## src/rtl/mem_lsu.sv

```systemverilog
// MEM-stage load/store unit: aligns byte/half/word accesses onto a 32-bit req/ack bus,
// extends load data, and raises misalignment and bus-timeout exceptions.
module mem_lsu #(
  parameter int DATA_W     = 32,
  parameter int ADDR_W     = 32,
  parameter int PERIPH_BIT = 30,
  parameter int TIMEOUT    = 15
) (
  input  logic              clk,
  input  logic              rst,
  input  logic              ld_i,
  input  logic              st_i,
  input  logic [1:0]        size_i,
  input  logic              sign_i,
  input  logic [ADDR_W-1:0] addr_i,
  input  logic [DATA_W-1:0] wdata_i,
  input  logic              flush_i,
  output logic              stall_o,
  output logic              done_o,
  output logic [DATA_W-1:0] rdata_o,
  output logic [3:0]        excode_o,
  output logic [ADDR_W-1:0] badvaddr_o,
  output logic              bus_req_o,
  output logic              bus_we_o,
  output logic              bus_periph_o,
  output logic [ADDR_W-1:0] bus_addr_o,
  output logic [3:0]        bus_be_o,
  output logic [DATA_W-1:0] bus_wdata_o,
  input  logic              bus_ack_i,
  input  logic [DATA_W-1:0] bus_rdata_i,
  output logic [1:0]        dbg_state_o
);

  typedef enum logic [1:0] {
    S_IDLE  = 2'd0,
    S_BUSY  = 2'd1,
    S_DRAIN = 2'd2
  } state_t;

  localparam logic [7:0] TO_LAST = 8'(TIMEOUT - 1);

  state_t            r_state;
  state_t            w_next;
  logic [7:0]        r_cnt;
  logic [ADDR_W-1:0] r_addr;
  logic [1:0]        r_size;
  logic              r_sign;
  logic              r_req;
  logic              r_we;
  logic              r_periph;
  logic [3:0]        r_be;
  logic [DATA_W-1:0] r_wdata;

  logic              w_req;
  logic              w_misalign;
  logic              w_timeout;
  logic              w_rd_en;
  logic [3:0]        w_be;
  logic [DATA_W-1:0] w_lane_wdata;
  logic [7:0]        w_byte;
  logic [15:0]       w_half;
  logic [DATA_W-1:0] w_ext;

  assign w_req      = ld_i | st_i;
  assign w_misalign = (size_i == 2'b01) ? addr_i[0] :
                      (size_i[1])       ? (addr_i[1:0] != 2'b00) : 1'b0;
  // Counter holds the number of ack-less BUSY cycles already elapsed.
  assign w_timeout  = (r_cnt == TO_LAST);

  always_comb begin
    w_be         = 4'b1111;
    w_lane_wdata = wdata_i;
    case (size_i)
      2'b00: begin
        w_be         = 4'b0001 << addr_i[1:0];
        w_lane_wdata = {4{wdata_i[7:0]}};
      end
      2'b01: begin
        w_be         = addr_i[1] ? 4'b1100 : 4'b0011;
        w_lane_wdata = {2{wdata_i[15:0]}};
      end
      default: ;
    endcase
  end

  always_comb begin
    w_next     = r_state;
    stall_o    = 1'b0;
    done_o     = 1'b0;
    excode_o   = 4'd0;
    badvaddr_o = '0;
    w_rd_en    = 1'b0;
    case (r_state)
      S_IDLE: begin
        if (w_req && !flush_i) begin
          if (w_misalign) begin
            done_o     = 1'b1;
            excode_o   = st_i ? 4'd5 : 4'd4;
            badvaddr_o = addr_i;
          end else begin
            stall_o = 1'b1;
            w_next  = S_BUSY;
          end
        end
      end
      S_BUSY: begin
        // An ack always beats a coincident timeout; a flush only suppresses reporting.
        if (bus_ack_i) begin
          w_next = S_IDLE;
          if (!flush_i) begin
            done_o  = 1'b1;
            w_rd_en = !r_we;
          end
        end else if (w_timeout) begin
          w_next = S_IDLE;
          if (!flush_i) begin
            done_o     = 1'b1;
            excode_o   = 4'd7;
            badvaddr_o = r_addr;
          end
        end else begin
          stall_o = 1'b1;
          if (flush_i) w_next = S_DRAIN;
        end
      end
      S_DRAIN: begin
        stall_o = 1'b1;
        if (bus_ack_i || w_timeout) w_next = S_IDLE;
      end
      default: w_next = S_IDLE;
    endcase
  end

  always_ff @(posedge clk or posedge rst) begin
    if (rst) r_state <= S_IDLE;
    else     r_state <= w_next;
  end

  always_ff @(posedge clk or posedge rst) begin
    if (rst) begin
      r_cnt    <= 8'd0;
      r_addr   <= '0;
      r_size   <= 2'b00;
      r_sign   <= 1'b0;
      r_req    <= 1'b0;
      r_we     <= 1'b0;
      r_periph <= 1'b0;
      r_be     <= 4'b0000;
      r_wdata  <= '0;
    end else if (r_state == S_IDLE) begin
      r_cnt <= 8'd0;
      if (w_next == S_BUSY) begin
        r_addr   <= addr_i;
        r_size   <= size_i;
        r_sign   <= sign_i;
        r_req    <= 1'b1;
        r_we     <= st_i;
        r_periph <= addr_i[PERIPH_BIT];
        r_be     <= w_be;
        r_wdata  <= w_lane_wdata;
      end
    end else if (w_next == S_IDLE) begin
      r_req <= 1'b0;
      r_cnt <= 8'd0;
    end else if (!bus_ack_i) begin
      r_cnt <= r_cnt + 8'd1;
    end
  end

  always_comb begin
    case (r_addr[1:0])
      2'd0:    w_byte = bus_rdata_i[7:0];
      2'd1:    w_byte = bus_rdata_i[15:8];
      2'd2:    w_byte = bus_rdata_i[23:16];
      default: w_byte = bus_rdata_i[31:24];
    endcase
    w_half = r_addr[1] ? bus_rdata_i[31:16] : bus_rdata_i[15:0];
    case (r_size)
      2'b00:   w_ext = {{24{r_sign & w_byte[7]}}, w_byte};
      2'b01:   w_ext = {{16{r_sign & w_half[15]}}, w_half};
      default: w_ext = bus_rdata_i;
    endcase
  end

  assign rdata_o      = w_rd_en ? w_ext : '0;
  assign bus_req_o    = r_req;
  assign bus_we_o     = r_we;
  assign bus_periph_o = r_periph;
  assign bus_addr_o   = {r_addr[ADDR_W-1:2], 2'b00};
  assign bus_be_o     = r_be;
  assign bus_wdata_o  = r_wdata;
  assign dbg_state_o  = r_state;

endmodule

```

## config.mk

```make
export PLATFORM = sky130hd
export DESIGN_NAME = mem_lsu
export DESIGN_NICKNAME = d
export VERILOG_FILES = /design/src/rtl/mem_lsu.sv
export SDC_FILE = /design/constraint.sdc
export NUM_CORES = 1
export LEC_CHECK = 0
export CAP_MARGIN = 40
export CORE_UTILIZATION = 46
export CTS_BUF_LIST = sky130_fd_sc_hd__clkbuf_8
export CTS_CLUSTER_SIZE = 20
export DETAILED_ROUTE_END_ITERATION = 10
export PLACE_DENSITY_LB_ADDON = 0.05
export SLEW_MARGIN = 25
export SYNTH_ARGS = -nofsm -noshare
export SYNTH_HDL_FRONTEND = slang
export SYNTH_SLANG_ARGS = --single-unit
```

## constraint.sdc

```tcl
create_clock -name clk -period 3.95 [get_ports clk]
set_input_delay 0.79 -clock clk [delete_from_list [all_inputs] [get_ports clk]]
set_output_delay 0.79 -clock clk [all_outputs]
set_load 0.05 [all_outputs]
```

==> results of run 1 <==
## cell type report
| cell class | instances | area (um^2) | area share (%) |
|---|---|---|---|
| clock buffer | 9 | 123.9 | 1.479 |
| clock inverter | 7 | 73.82 | 0.8813 |
| inverter | 14 | 53.80 | 0.6423 |
| multi-input combinational | 340 | 2550 | 30.44 |
| sequential | 83 | 2077 | 24.79 |
| tap | 140 | 175.2 | 2.091 |
| timing repair buffer | 266 | 3323 | 39.67 |
## where the power goes
group          total, mW  internal, mW  switching [mW]
clock network      0.622         0.297           0.325
logic               2.05         0.789            1.26
registers           1.24          1.06           0.186
## sequential cells by signal, summed over array words and instances (netlist names)
signal	flops
r_sign	1
r_addr	32
r_cnt	8
bus_wdata_o	32
bus_be_o	4
bus_we_o	1
bus_req_o	1
r_size	2
dbg_state_o	2
## logic make-up (layout without fill, tap and decap cells)
group / after synthesis / after routing
muxes: 78 / 78
AOI/OAI and AO/OA: 132 / 132
buffers and inverters: 87 / 296
adders and majority gates: 2 / 2
and+or+nand+nor: 117 / 117
xor gates and xnor gates: 8 / 8
DFF: 83 / 83
other: 1 / 3
## worst paths after layout
kind,start,end,slack [ns],cells after the start
max,flush_i,rdata_o[0],0.09,7
min reg2reg,bus_wdata_o[13],bus_wdata_o[13],0.49,2
min,bus_wdata_o[13],bus_wdata_o[13],0.49,2
max in group asynchronous,rst,bus_wdata_o[14],2.48,3
min in group asynchronous,rst,bus_wdata_o[20],0.67,2
max reg2reg,dbg_state_o[1],r_addr[25],1.76,6
## routing by layer
layer	wire length [um]	track usage [%]
met3	1353	9.848
met1	5988	33.67
met5	0	0
met2	8040	46.50
met4	456	10.18
## stage by stage
step	std cells	hold slack (ns)	instance area [um^2]	setup TNS (ns)
3_3_place_gp	842	0.4616	8159	0
4_1_cts	859	0.4930	8377	0
3_5_place_dp	843	0.4701	8179	0
6_report	859	0.4894	8377	0
2_1_floorplan	510	0.4794	5101	-2.243
5_1_grt	859	0.5163	8377	0
## worst max-delay path: stages
cell	delay, ns
clkdlybuf4s50_1	0.46
or3b_4	0.43
or3_1	0.42
buf_4	0.24
a2111oi_1	0.40
buf_4	0.20
buf_12	0.12
## placed cells by master, fill, tap and decap left out, types with 2 or more instances in the layout
cell,Yosys,final
clkinv_2,0,2
nor2_1,35,35
inv_1,14,14
mux4_2,7,7
xor2_1,7,7
and3_1,2,2
dfrtp_1,83,83
a21o_1,17,17
nand2b_1,3,3
mux2_2,46,46
nor4b_1,2,2
o22ai_1,8,8
a22o_1,32,32
o21ai_0,36,36
conb_1,1,3
buf_12,0,71
mux2i_1,25,25
a221oi_1,8,8
clkbuf_8,0,9
inv_6,0,3
nand3_1,8,8
clkdlybuf4s50_1,0,175
ha_1,2,2
nand4b_1,2,2
or2_2,6,6
a21oi_1,14,14
nand2_1,47,47
nand3b_1,2,2
nor2b_1,2,2
buf_4,35,20
a2111oi_1,1,7
==> metrics.yaml, run 1 <==
core_area_um2: 10790
clk_path_buf_depth: 2
cts_inserted_buffers: 9
setup_viol: 0
num_vias: 4760
hold_viol_final: 0
synthTopCellsByArea: "dfrtp_1 (41%), mux2_2 (10%), a22o_1 (5.5%), buf_4 (5.2%), mux2i_1 (4.9%)"
synth_top_family_by_area: "compound AO/OA/AOI/OAI gates"
grt_pass1_vias: 4837
place_congestion: 0.8470
ys.flop_type: "dfrtp_1"
async_flop_share_pct: 100.0
relSlewSlack_pct: 52.57
cts_resized: 0
grt_pass1_wl_mm: 24.93
synthMuxAreaShare_pct: 18.23
synth.largest_area_cell: "dfrtp_1"
num_rows: 38
drv_slew: 0
yosys_warnings: 0
dieWidth_um: 107.1
die_area_um2: 11470
grt_usage_pct: 28.09
synth_adder_area_share_pct: 0.4926
finalCritPeriodShare_pct: 97.62
crit_fanout: 15
avgSynthCellArea_um2: 10.00
synth_cell_types: 49
path_clk_slew_ns: 0.08
cp-end-kind: "output port"
maxCapViolations: 0
synthTopCellsByCount: "dfrtp_1 (83), nand2_1 (47), mux2_2 (46)"
hold_path_class: "flop to flop"
grt_max_degree: 58
worstPathRequired_ns: 3.16
post-place-ws_ns: 0.1182
ys_seq_elements: 83
synth-xor-area-share_pct: 1.379
ant_nets: 0
crit_type: "input port to output port"
antenna_found_initial: 0
area_delta_synth_final_pct: 64.90
cts_setup_buffers: 0
period_minus_slack_ns: 3.856
setup_ws_ns: 0.09417
via_per_inst: 5.541
startpoint_type: "input port"
antennaDiodeCount: 0
grt.overflow.total: 0
synth_cells: 508
drc: 0
die_y_um: 107.1
power.total_mw: 3.918
maxClockFrequency_mhz: 259.3
routed_wl_mm: 15.84
skew_ns: 0.01708
io_buffers: 244
cts_tree: "yes"
status: "finished clean"
p_leak_nw: 3.648
clk_latency_ns: 0.36
rsz0062_at_grt: "false"
synth.most_common_cell: "dfrtp_1"
ios: 248
irDropWorstVdd_v: 0.0003681
synth_compound_area_share_pct: 18.60
synth-edff-count: 0
wl_per_cell_um: 18.44
synth-simple-area-share_pct: 10.76
p_per_area_nw_per_um2: 467.7
synth_top_area_share_pct: 40.89
netlist_area_um2: 5080
drtIter0Drc: 290
fillers: 743
root_buffer: "clkbuf_8"
worstPathArrival_ns: 3.07
seq_area_frac_synth_pct: 40.89
hpwl_mm: 11.85
start_util_pct: 47.07
postLayoutCoreUtil_pct: 77.61
fin_nets: 821
h-tree-depth: 3
ctsHoldBuffers: 0
worst_pin_slew_ns: 0.7049
layout-drive-gt1-share_pct: 23.78
clock_sinks: 83
drtPass1Iterations: 4
Power figures use the tool's default switching activity.
==> inputs of run 2 (changes only) <==
--- a/config.mk
+++ b/config.mk
@@ -6,8 +6,9 @@
 export NUM_CORES = 1
 export LEC_CHECK = 0
 export CAP_MARGIN = 40
-export CORE_UTILIZATION = 46
-export CTS_BUF_LIST = sky130_fd_sc_hd__clkbuf_8
+export CORE_UTILIZATION = 41
+export CTS_BUF_LIST = sky130_fd_sc_hd__clkbuf_16
+export CTS_CLUSTER_DIAMETER = 120
 export CTS_CLUSTER_SIZE = 20
 export DETAILED_ROUTE_END_ITERATION = 10
 export PLACE_DENSITY_LB_ADDON = 0.05
==> constraint.sdc (replaced) <==
create_clock -name clk -period 3.65 [get_ports clk]
set_input_delay 0.73 -clock clk [delete_from_list [all_inputs] [get_ports clk]]
set_output_delay 0.73 -clock clk [all_outputs]
set_load 0.05 [all_outputs]
==> metrics.yaml, run 2 (same netlist as run 1, synthesis figures left out) <==
status: "finished clean"  # unchanged
hold_depth: 2  # unchanged
dieWidth_um: 113.3  # was 107.1 um
holdWs_ns: 0.4859  # was 0.4894 ns
h-tree-depth: 3  # unchanged
fin_cells: 891  # was 859
ant_nets: 0  # unchanged
p_leak_nw: 3.741  # was 3.648 nW
num_vias: 4708  # was 4760
cts_inserted_buffers: 9  # unchanged
hpwl_mm: 12.06  # was 11.85 mm
die_area_um2: 12840  # was 11470 um^2
drtPass1Iterations: 4  # unchanged
grt_pass1_wl_mm: 26.06  # was 24.93 mm
crit_fanout: 9  # was 15
path_clk_slew_ns: 0.06  # was 0.08 ns
cp.buffers_inverters: 4  # unchanged
drtIter0Drc: 297  # was 290
slowest_delay_ns: 0.45  # was 0.46 ns
ff2ff_path_depth: 5  # was 6
area_delta_synth_final_pct: 70.47  # was 64.90%
num_rows: 40  # was 38
skew_ns: 0.007362  # was 0.01708 ns
irDropWorstVdd_v: 0.0005533  # was 0.0003681 V
start_util_pct: 42.12  # was 47.07%
hold_path_class: "flop to flop"  # unchanged
antennaDiodeCount: 0  # unchanged
hp-start: "bus_wdata_o[9]"  # was bus_wdata_o[13]
antenna_found_initial: 0  # unchanged
r2r_start: "dbg_state_o[1]"  # unchanged
clk_latency_ns: 0.34  # was 0.36 ns
setup_viol: 0  # unchanged
grt.overflow.total: 0  # unchanged
period_minus_slack_ns: 3.546
ctsHoldBuffers: 0  # unchanged
clock_sinks: 83  # unchanged
grt_pass1_vias: 4915  # was 4837
routed_wl_mm: 16.34  # was 15.84 mm
drc: 0  # unchanged
layout_commonest_cell: "clkdlybuf4s50_1"  # unchanged
maxClockFrequency_mhz: 282.0
die_y_um: 113.3  # was 107.1 um
fin_nets: 825  # was 821
io_buffers: 244  # unchanged
p_per_area_nw_per_um2: 524.1  # was 467.7 nW/um^2
crit_type: "input port to output port"  # unchanged
worst_pin_slew_ns: 0.5607  # was 0.7049 ns
r2r_end: "r_addr[2]"  # was r_addr[25]
cp-end-kind: "output port"  # unchanged
crit_top_cell: "buf_4"  # unchanged
relSlewSlack_pct: 62.50  # was 52.57%
wl_per_cell_um: 18.34  # was 18.44 um
crit_path_cell_trace: "clkdlybuf4s50_1, or3b_4, or3_4, buf_4, a2111oi_2, buf_4, buf_12"  # was clkdlybuf4s50_1, or3b_4, or3_1, buf_4, a2111oi_1, buf_4, buf_12
maxCapViolations: 0  # unchanged
cts_setup_buffers: 0  # unchanged
clk_path_buf_depth: 2  # unchanged
rsz0062_at_grt: "false"  # unchanged
critPathSlowestCell: "clkdlybuf4s50_1"  # unchanged
grt_usage_pct: 26.24  # was 28.09%
grt_max_degree: 95  # was 58
core_area_um2: 12060  # was 10790 um^2
cts_tree: "yes"  # unchanged
layout-drive-gt1-share_pct: 26.00  # was 23.78%
finalCritPeriodShare_pct: 97.16
startpoint_type: "input port"  # unchanged
reg2reg_slack_ns: 1.69  # was 1.76 ns
worstPathArrival_ns: 2.82  # was 3.07 ns
drv_slew: 0  # unchanged
worstPathRequired_ns: 2.92  # was 3.16 ns
root_buffer: "clkbuf_16"  # was clkbuf_8
ios: 248  # unchanged
cts_resized: 0  # unchanged
dp_cells: 875  # was 843
place_congestion: 0.8380  # was 0.8470
via_per_inst: 5.284  # was 5.541
hold_path_end: "bus_wdata_o[9]"  # was bus_wdata_o[13]
hold_viol_final: 0  # unchanged
critPathTopFamily: "buffers and inverters"  # unchanged
mostFrequentLayoutCells: "clkdlybuf4s50_1 (175), dfrtp_1 (83), buf_12 (73)"  # was clkdlybuf4s50_1 (175), dfrtp_1 (83), buf_12 (71)
-- run 2: worst register-to-register path, cell delays in order (launching register included) --
cell,delay [ns]
dfrtp_1,0.50
nor3_1,0.12
buf_4,0.16
o211ai_1,0.20
buf_12,0.39
mux2_2,0.47
-- run 2: through the flow --
stage,setup slack (ns),cell area (um^2),power (mW),TNS (ns),util (%)
final,0.1037,8660,4.539,0,71.79
after global routing,0.03426,8660,4.743,0,71.79
after CTS,0.002852,8630,4.561,0,71.55
after detailed placement,0.01926,8337,3.634,0,69.12
after global placement,0.08671,8337,3.586,0,69.12
after floorplan,-0.5385,5169,2.888,-3.323,-
-- run 2: layout make-up --
type,instances,area (um^2)
fillers,890,3402
clock buffers,9,225.2
well taps,168,210.2
flip-flops and latches,83,2077
inverters,14,53.80
repair buffers,270,3378
multi-input cells,340,2648
clock inverters,7,67.56
-- run 2: metal layers --
layer	part of all wire, %	GRT usage [%]
met5	0	0
met4	2.6	10.26
met1	40	30.75
met2	50	43.97
met3	8.2	9.320
-- run 2: worst max-delay path by stage --
stage / startpoint / end / slack, ns / cells after the start
after floorplan: dbg_state_o[0] / rdata_o[0] / -0.54 / 5
after global placement: flush_i / rdata_o[5] / 0.09 / 7
after detailed placement: flush_i / rdata_o[4] / 0.02 / 7
after CTS: flush_i / rdata_o[4] / 0.003 / 7
after global routing: flush_i / rdata_o[4] / 0.03 / 7
final: flush_i / rdata_o[4] / 0.10 / 7
-- run 2: where the power goes --
group          internal [mW]  leakage [nW]  switching (mW)
logic                  0.877          2.58            1.43
clock network          0.528         0.146           0.379
registers               1.15          1.01           0.173
==> inputs of run 3 (changes only) <==
--- a/config.mk
+++ b/config.mk
@@ -6,11 +6,13 @@
 export NUM_CORES = 1
 export LEC_CHECK = 0
 export CAP_MARGIN = 40
+export CORE_ASPECT_RATIO = 0.5
 export CORE_UTILIZATION = 41
 export CTS_BUF_LIST = sky130_fd_sc_hd__clkbuf_16
 export CTS_CLUSTER_DIAMETER = 120
 export CTS_CLUSTER_SIZE = 20
 export DETAILED_ROUTE_END_ITERATION = 10
+export GPL_TIMING_DRIVEN = 0
 export PLACE_DENSITY_LB_ADDON = 0.05
 export SLEW_MARGIN = 25
 export SYNTH_ARGS = -nofsm -noshare
==> metrics.yaml, run 3 (same netlist as run 1, synthesis figures left out) <==
status: "finished clean"  # unchanged
routed_wl_mm: 16.80  # was 16.34 mm
grt_usage_pct: 26.36  # was 26.24%
drc: 0  # unchanged
cp-end-kind: "output port"  # unchanged
area_delta_synth_final_pct: 60.91  # was 70.47%
relSlewSlack_pct: 45.34  # was 62.50%
ant_nets: 0  # unchanged
grt_util_met2_pct: 48.11  # was 43.97%
worstPathRequired_ns: 2.92  # about the same
p_per_area_nw_per_um2: 558.6  # was 524.1 nW/um^2
via_per_inst: 5.327  # was 5.284
worstPathArrival_ns: 2.87  # was 2.82 ns
dieWidth_um: 159.4  # was 113.3 um
hold_path_class: "flop to flop"  # unchanged
place_congestion: 0.9000  # was 0.8380
num_vias: 5002  # was 4708
grt_pass1_vias: 4809  # was 4915
start_util_pct: 42.52  # was 42.12%
layout_commonest_cell: "clkdlybuf4s50_1"  # unchanged
finalCritPeriodShare_pct: 98.64  # was 97.16%
fin_cells: 939  # was 891
drv_slew: 0  # unchanged
mostFrequentLayoutCells: "clkdlybuf4s50_1 (169), dfrtp_1 (83), buf_4 (50)"  # was clkdlybuf4s50_1 (175), dfrtp_1 (83), buf_12 (73)
use_met3_pct: 8.316  # was 9.320%
num_rows: 28  # was 40
antenna_found_initial: 0  # unchanged
ios: 248  # unchanged
layout-drive-gt1-share_pct: 27.00  # was 26.00%
maxCapViolations: 0  # unchanged
clk_path_buf_depth: 2  # unchanged
holdWs_ns: 0.4806  # was 0.4859 ns
hpwl_mm: 12.68  # was 12.06 mm
clk_latency_ns: 0.34  # about the same
finalSetupTns_ns: 0  # unchanged
h-tree-depth: 3  # unchanged
die_area_um2: 12870  # was 12840 um^2
startpoint_type: "input port"  # unchanged
cts_inserted_buffers: 9  # unchanged
path_clk_slew_ns: 0.06  # about the same
crit_type: "input port to output port"  # unchanged
antennaDiodeCount: 0  # unchanged
grt.overflow.total: 0  # unchanged
p_leak_nw: 3.674  # was 3.741 nW
drtPass1Iterations: 5  # was 4
use_met1_pct: 30.30  # was 30.75%
skew_ns: 0.006157  # was 0.007362 ns
reg2reg_slack_ns: 1.59  # was 1.69 ns
worst_pin_slew_ns: 0.8199  # was 0.5607 ns
cts_tree: "yes"  # unchanged
maxClockFrequency_mhz: 277.7  # was 282.0 MHz
crit_fanout: 10  # was 9
die_y_um: 80.71  # was 113.3 um
drtIter0Drc: 333  # was 297
dp_cells: 917  # was 875
io_buffers: 240  # was 244
wl_per_cell_um: 17.89  # was 18.34 um
irDropWorstVdd_v: 0.0003775  # was 0.0005533 V
hold_viol_final: 0  # unchanged
ctsHoldBuffers: 0  # unchanged
grt_pass1_wl_mm: 25.84  # was 26.06 mm
grt_max_degree: 44  # was 95
grt_busiest_layer: "met2"  # unchanged
period_minus_slack_ns: 3.600  # was 3.546 ns
root_buffer: "clkbuf_16"  # unchanged
fin_nets: 876  # was 825
clock_sinks: 83  # unchanged
setup_viol: 0  # unchanged
core_area_um2: 11950  # was 12060 um^2
-- run 3: cell count changes in the layout (fill, tap and decap cells not counted), moves of 12 or more --
cell             change
clkbuf_1            +19
buf_2               +12
buf_12              -73
clkdlybuf4s15_2     +39
buf_4               +28
dlygate4sd2_1       +12
-- run 3: where the power goes --
group / switching [mW] / leakage (nW) / total [mW] / internal [mW]
registers: 0.145 / 1.01 / 1.29 / 1.15
clock network: 0.374 / 0.145 / 0.896 / 0.522
logic: 1.47 / 2.52 / 2.38 / 0.911
-- run 3: worst paths after layout --
path                                  from  depth (start not counted)               to
max in group asynchronous              rst                          3         r_cnt[3]
setup reg to reg            dbg_state_o[1]                          6       r_addr[23]
hold reg to reg            bus_wdata_o[11]                          2  bus_wdata_o[11]
min in group asynchronous              rst                          2       r_addr[28]
setup / recovery                   flush_i                          9      rdata_o[27]
hold / removal             bus_wdata_o[11]                          2  bus_wdata_o[11]
-- run 3: layer usage --
layer | vias to the layer above | part of all wire, % | routed length (um)
li1 | 2320 | - | -
met1 | 2461 | 41 | 6826
met3 | 18 | 8.2 | 1385
met5 | - | 0 | 0
met2 | 203 | 50 | 8408
met4 | 0 | 1.1 | 178
-- run 3: timing repair --
| item | in CTS | in global routing |
|---|---|---|
| buffers inserted | 3 | 3 |
| endpoints found under the setup margin | 69 | 59 |
| pin swaps | 3 | 2 |
| gates resized for setup | 238 | 21 |
| hold endpoints to repair | 0 | 0 |
-- run 3: area by class of cell --
| class | instances | area, um^2 |
|---|---|---|
| plain buffers | 73 | 459.2 |
| clock buffers | 9 | 225.2 |
| clock inverters | 7 | 60.06 |
| fillers | 982 | 3772 |
| inverters | 14 | 57.56 |
| multi-input cells | 340 | 2636 |
| flip-flops and latches | 83 | 2077 |
| well taps | 165 | 206.4 |
| repair buffers | 248 | 2452 |
-- run 3: critical path: stages --
cell	delay, ns
dlygate4sd2_1	0.26
or3b_4	0.41
or3_4	0.34
buf_6	0.16
a2111oi_4	0.33
buf_6	0.18
buf_8	0.14
a21o_1	0.11
buf_4	0.20
-- run 3: through the flow --
step | area (um^2) | total power, mW | utilization, % | setup slack (ns)
after detailed placement | 7818 | 3.686 | 65.44 | -0.9388
after floorplan | 5169 | 2.888 | - | -0.5385
after global placement | 7777 | 3.649 | 65.10 | -0.9104
final | 8174 | 4.566 | 68.42 | 0.04959
after global routing | 8174 | 4.754 | 68.42 | -0.001591
after CTS | 8189 | 4.580 | 68.55 | -0.01032
